==> src/rtl/debounce_pkg.sv <==
// debounce_pkg: shared defaults and counter type for the key debouncer array
package debounce_pkg;
  localparam int N_KEYS_DEF = 4;
  localparam int CNT_W_DEF = 16;
  localparam int LONG_W_DEF = 24;
  localparam bit ACTIVE_LOW_DEF = 1'b1;
  typedef logic [CNT_W_DEF-1:0] cnt_t;
endpackage

==> src/rtl/debounce_chan.sv <==
// debounce_chan: one key channel -- 2-flop sync, stability counter, debounced level and edge pulses
// Ports: clk, rst (sync, active-high), key_i raw pin, key_state_o debounced level (1 = pressed),
// press_o / release_o one-cycle edge pulses, long_press_o one-cycle hold pulse.
// Long-press counting exists only when DEBOUNCE_LONG_PRESS_EN is defined; otherwise long_press_o is 0.
module debounce_chan
  import debounce_pkg::*;
#(
  parameter int CNT_W = CNT_W_DEF,
  parameter bit ACTIVE_LOW = ACTIVE_LOW_DEF,
  parameter int LONG_W = LONG_W_DEF
) (
  input  logic clk,
  input  logic rst,
  input  logic key_i,
  output logic key_state_o,
  output logic press_o,
  output logic release_o,
  output logic long_press_o
);
  logic s1_q, s_q, key_state_q, key_state_d, press_q, press_d, release_q, release_d, diff, flip;
  logic [CNT_W-1:0] cnt_q, cnt_d;
  // the counter saturating at all-ones is the "stable long enough" condition; it clears instead of wrapping
  always_comb begin
    diff = s_q ^ key_state_q;
    flip = diff & (&cnt_q);
    cnt_d = (diff && !flip) ? cnt_q + 1'b1 : '0;
    key_state_d = key_state_q ^ flip;
    press_d = flip & ~key_state_q;
    release_d = flip & key_state_q;
  end
  always_ff @(posedge clk)
    if (rst) begin
      s1_q <= 1'b0;
      s_q <= 1'b0;
      cnt_q <= '0;
      key_state_q <= 1'b0;
      press_q <= 1'b0;
      release_q <= 1'b0;
    end else begin
      s1_q <= key_i ^ ACTIVE_LOW;
      s_q <= s1_q;
      cnt_q <= cnt_d;
      key_state_q <= key_state_d;
      press_q <= press_d;
      release_q <= release_d;
    end
  assign key_state_o = key_state_q;
  assign press_o = press_q;
  assign release_o = release_q;
`ifdef DEBOUNCE_LONG_PRESS_EN
  logic [LONG_W-1:0] lcnt_q, lcnt_d;
  logic long_q, long_d, held;
  // held excludes the release edge so a release landing on the threshold cycle never pulses
  always_comb begin
    held = key_state_q & key_state_d;
    lcnt_d = !held ? '0 : (&lcnt_q) ? lcnt_q : lcnt_q + 1'b1;
    long_d = held && (lcnt_q == ~LONG_W'(1));
  end
  always_ff @(posedge clk)
    if (rst) begin
      lcnt_q <= '0;
      long_q <= 1'b0;
    end else begin
      lcnt_q <= lcnt_d;
      long_q <= long_d;
    end
  assign long_press_o = long_q;
`else
  logic unused_long;
  assign unused_long = ^LONG_W;
  assign long_press_o = 1'b0;
`endif
endmodule

==> src/rtl/debouncer_array.sv <==
// debouncer_array: N_KEYS independent debounced key channels with press/release/long-press pulses
// Ports: clk, rst (sync, active-high), key_i raw pins, key_state_o debounced levels,
// press_o / release_o / long_press_o per-key pulses, any_pressed_o OR of all levels.
// Optional feature macro: DEBOUNCE_LONG_PRESS_EN.
module debouncer_array
  import debounce_pkg::*;
#(
  parameter int N_KEYS = N_KEYS_DEF,
  parameter int CNT_W = CNT_W_DEF,
  parameter bit ACTIVE_LOW = ACTIVE_LOW_DEF,
  parameter int LONG_W = LONG_W_DEF
) (
  input  logic              clk,
  input  logic              rst,
  input  logic [N_KEYS-1:0] key_i,
  output logic [N_KEYS-1:0] key_state_o,
  output logic [N_KEYS-1:0] press_o,
  output logic [N_KEYS-1:0] release_o,
  output logic              any_pressed_o,
  output logic [N_KEYS-1:0] long_press_o
);
  for (genvar i = 0; i < N_KEYS; i++) begin : g_chan
    debounce_chan #(
      .CNT_W(CNT_W),
      .ACTIVE_LOW(ACTIVE_LOW),
      .LONG_W(LONG_W)
    ) u_chan (
      .clk(clk),
      .rst(rst),
      .key_i(key_i[i]),
      .key_state_o(key_state_o[i]),
      .press_o(press_o[i]),
      .release_o(release_o[i]),
      .long_press_o(long_press_o[i])
    );
  end
  assign any_pressed_o = |key_state_o;
endmodule

==> config.mk <==
export PLATFORM = sky130hd
export DESIGN_NAME = debouncer_array
export DESIGN_NICKNAME = d
export VERILOG_FILES = /design/src/rtl/debounce_pkg.sv /design/src/rtl/debounce_chan.sv /design/src/rtl/debouncer_array.sv
export SDC_FILE = /design/constraint.sdc
export NUM_CORES = 1
export LEC_CHECK = 0
export CAP_MARGIN = 20
export CORE_ASPECT_RATIO = 1.2
export CORE_MARGIN = 1.5
export CORE_UTILIZATION = 45
export DETAILED_ROUTE_END_ITERATION = 12
export HOLD_SLACK_MARGIN = 0.1
export SLEW_MARGIN = 20
export SYNTH_ARGS = -nofsm -noshare
export SYNTH_HDL_FRONTEND = slang
export SYNTH_SLANG_ARGS = --single-unit
==> constraint.sdc <==
create_clock -name clk -period 2.35 [get_ports clk]
set_input_delay 0.235 -clock clk [delete_from_list [all_inputs] [get_ports clk]]
set_output_delay 0.235 -clock clk [all_outputs]
set_load 0.01 [all_outputs]
==> summary.txt <==
Placed design
  – GP Congestion: 0.739
  – Pre-CTS setup slack: 0.571 ns
  – Placed cell area: 3710 µm²
  – I/O Buffers: 18
  – Post-DP HPWL: 3940 µm
  – Dpl cells: 478

Run status
  – Status: completed

GRT
  – Tot GR Track Use: 14.2%
  – Global-route wire length before repair: 9870 µm
  – Initial antenna violation count: 0
  – Largest net degree at the start of global routing: 17
  – Vias in the first global route: 2269
  – Grt ovf: 0

Worst hold path
  – Hold Crit Class: input port to flip-flop

Drt
  – Vias per cell: 5.02
  – DR vias: 2480
  – WL final: 5610 µm
  – Wire per inst: 11.4 µm
  – Initial DRT Pass Iterations: 4
  – Number of remaining DRC errors: 0
  – DR iter-0 viols: 61
  – Antenna Nets Post-Route: 0

Clock network
  – CTS tree: yes
  – Clk buf depth: 2
  – # hold bufs at CTS: 0
  – # Post-CTS Setup Buffers: 0
  – Skew-Pair Late Insertion Delay: 0.35 ns
  – Clock Pin Slew Worst Setup and Hold Paths: 0.08 ns
  – Num CTS Buffers: 9
  – Sink Count: 84
  – CTS root buf: clkbuf_8
  – CTS H-tree lvls: 3
  – Post-CTS sizing: 0

Critical path
  – CP Class: flip-flop to output pin
  – CP cell instances: or4_1 > clkdlybuf4s50_1
  – Crit path largest cell delay: 0.54 ns
  – Worst Path Arrival: 1.75 ns
  – Max FO, Critical Path: 5
  – CP Capture Type: output pin
  – Worst path top cell family by delay: simple AND/OR/NAND/NOR gates
  – Crit-path slowest cell: or4_1
  – Startpoint Class: flip-flop
  – Worst endpoint required time: 2.12 ns
  – CP bufs+invs: 1

STA
  – RSZ-0062 raised after global routing: no
  – Final Hold Fails: 0
  – Setup TNS: 0 ns
  – Final min period: 1.98 ns
  – Clk_skew: 0.0121 ns
  – Final worst-path cycle share: 84.4%
  – F_max: 504 MHz
  – Final Max Slew Viols: 0
  – Worst Slack Setup Final: 0.366 ns
  – Number of setup violations in the final report: 0

Layout
  – Fin area: 3920 µm²
  – Layout cells sized above 1: 6.97%
  – Final Util: 50.8%
  – Finished Layout Cells: 494
  – Fill count: 747
  – Nets: 407
  – Synth-to-layout area growth: 9.25%
  – Number of inserted diodes: 0

Logic synthesis
  – Synth unique cells: 42
  – Synth area leader: dfxtp_1
  – Post-synthesis instance area: 3580 µm²
  – Yosys reg bits: 84
  – Synth top area share: 46.9%
  – Cells after Synth: 389
  – Main synth FF type: dfxtp_1
  – YS warnings: 0
  – Synth Area per Inst: 9.22 µm²
  – Post-synth EDFFs: 0
  – Top cells by area, synth: dfxtp_1, nor2_1, xor2_1
  – Sequential area share after synthesis: 46.9%
  – Asr flop ratio synth: 0%

Floorplan
  – Starting Density: 46.5%
  – Die ar.: 8510 µm²
  – Row count: 35
  – Area of the core: 7710 µm²
  – Die Y: 101 µm
  – # IOs: 23
  – Die Width: 84.5 µm

Power
  – Pleak: 0.00125 µW
  – Max VDD drop: 0.000360 V
  – Pwr Density: 644 nW/µm²

Run
  – Maxcap violations: 0
layout make-up:
type	instances	area [µm²]	area share, %
inverter	9	33.8	0.863
tap	92	115	2.94
clock buffer	9	124	3.16
clock inverter	7	82.6	2.11
multi-input combinational	273	1680	43.0
timing repair buffer	20	195	4.98
sequential	84	1680	42.9
path summary, 6_finish.rpt:
check,startpoint,endpoint,slack (ns),cells past startpoint
min,key_i[3],g_chan[3].u_chan.s1_q,0.40,2
min reg2reg,g_chan[0].u_chan.s1_q,g_chan[0].u_chan.s_q,0.44,1
max reg2reg,g_chan[2].u_chan.cnt_q[4],g_chan[2].u_chan.cnt_q[13],0.58,4
max,flip-flop,any_pressed_o,0.37,2
cell usage after synthesis, types with 2 or more instances:
cell and count:
a21o_1 2, a21oi_1 4, and2_1 5, and3_1 3
and4_1 9, buf_2 5, buf_4 17, dfxtp_1 84
ha_1 4, inv_1 9, mux2i_1 3, nand2_1 13
nand2b_1 6, nand3_1 22, nand4_1 23, nor2_1 74
nor2b_1 4, nor3_1 11, nor3b_1 2, nor4_1 7
nor4_2 2, o21ai_0 4, or2_2 2, or2b_2 2
or3_1 3, xnor2_1 25, xor2_1 29
layer usage:
metal  global-route usage (%)  vias to the layer above  share of wire, %
met5                        0                        -                 0
met4                     6.70                        0               2.0
met3                     3.60                        8               3.7
met2                     22.2                       38                44
met1                     18.4                     1115                50
li1                         -                     1319                 -
registers in the layout (all words and copies together) (netlist names), named ones only:
signal	flops
g_chan.u_chan.press_o	4
g_chan.u_chan.release_o	4
g_chan.u_chan.s1_q	4
g_chan.u_chan.cnt_q	64
g_chan.u_chan.s_q	4
power breakdown:
part           total (µW)  internal (µW)  switching (µW)
logic                39.1           17.3            21.8
clock network        1050            508             541
registers            1440           1430            4.96
total                2520           1960             568
stage by stage:
| step | total power, µW | hold slack, ns |
|---|---|---|
| 3_5_place_dp | 1510 | 0.424 |
| 4_1_cts | 2560 | 0.379 |
| 3_3_place_gp | 1510 | 0.427 |
| 5_1_grt | 2630 | 0.396 |
| 2_1_floorplan | 1500 | 0.302 |
| 6_report | 2520 | 0.397 |
layout by cell type, fill, tap and decap left out, types with 2 or more instances in the layout:
cell and count:
clkinv_4 3, dfxtp_1 84, and3_1 3, o21ai_0 4, xnor2_1 25, xor2_1 29, a21o_1 2, or3_1 3
a21oi_1 4, nor2_1 74, nor4_1 7, or2_2 2, nor3b_1 2, nor4_2 2, inv_1 9, nor3_1 11
nand2b_1 6, conb_1 4, inv_6 3, ha_1 4, and2_1 5, nand4_1 23, buf_4 2, or2b_2 2
nor2b_1 4, clkbuf_8 9, and4_1 9, mux2i_1 3, nand3_1 22, clkdlybuf4s50_1 18, nand2_1 13
logic make-up after synthesis:
group / share of synthesized area [%]
simple gates: 29.1
buf+inv: 6.42
xor+xnor: 13.2
fa+ha+maj: 1.40
flops: 46.9
other cells: 0.105
mux: 0.838
compound gates: 1.99
Note: power is estimated with default switching activity, not from simulation.
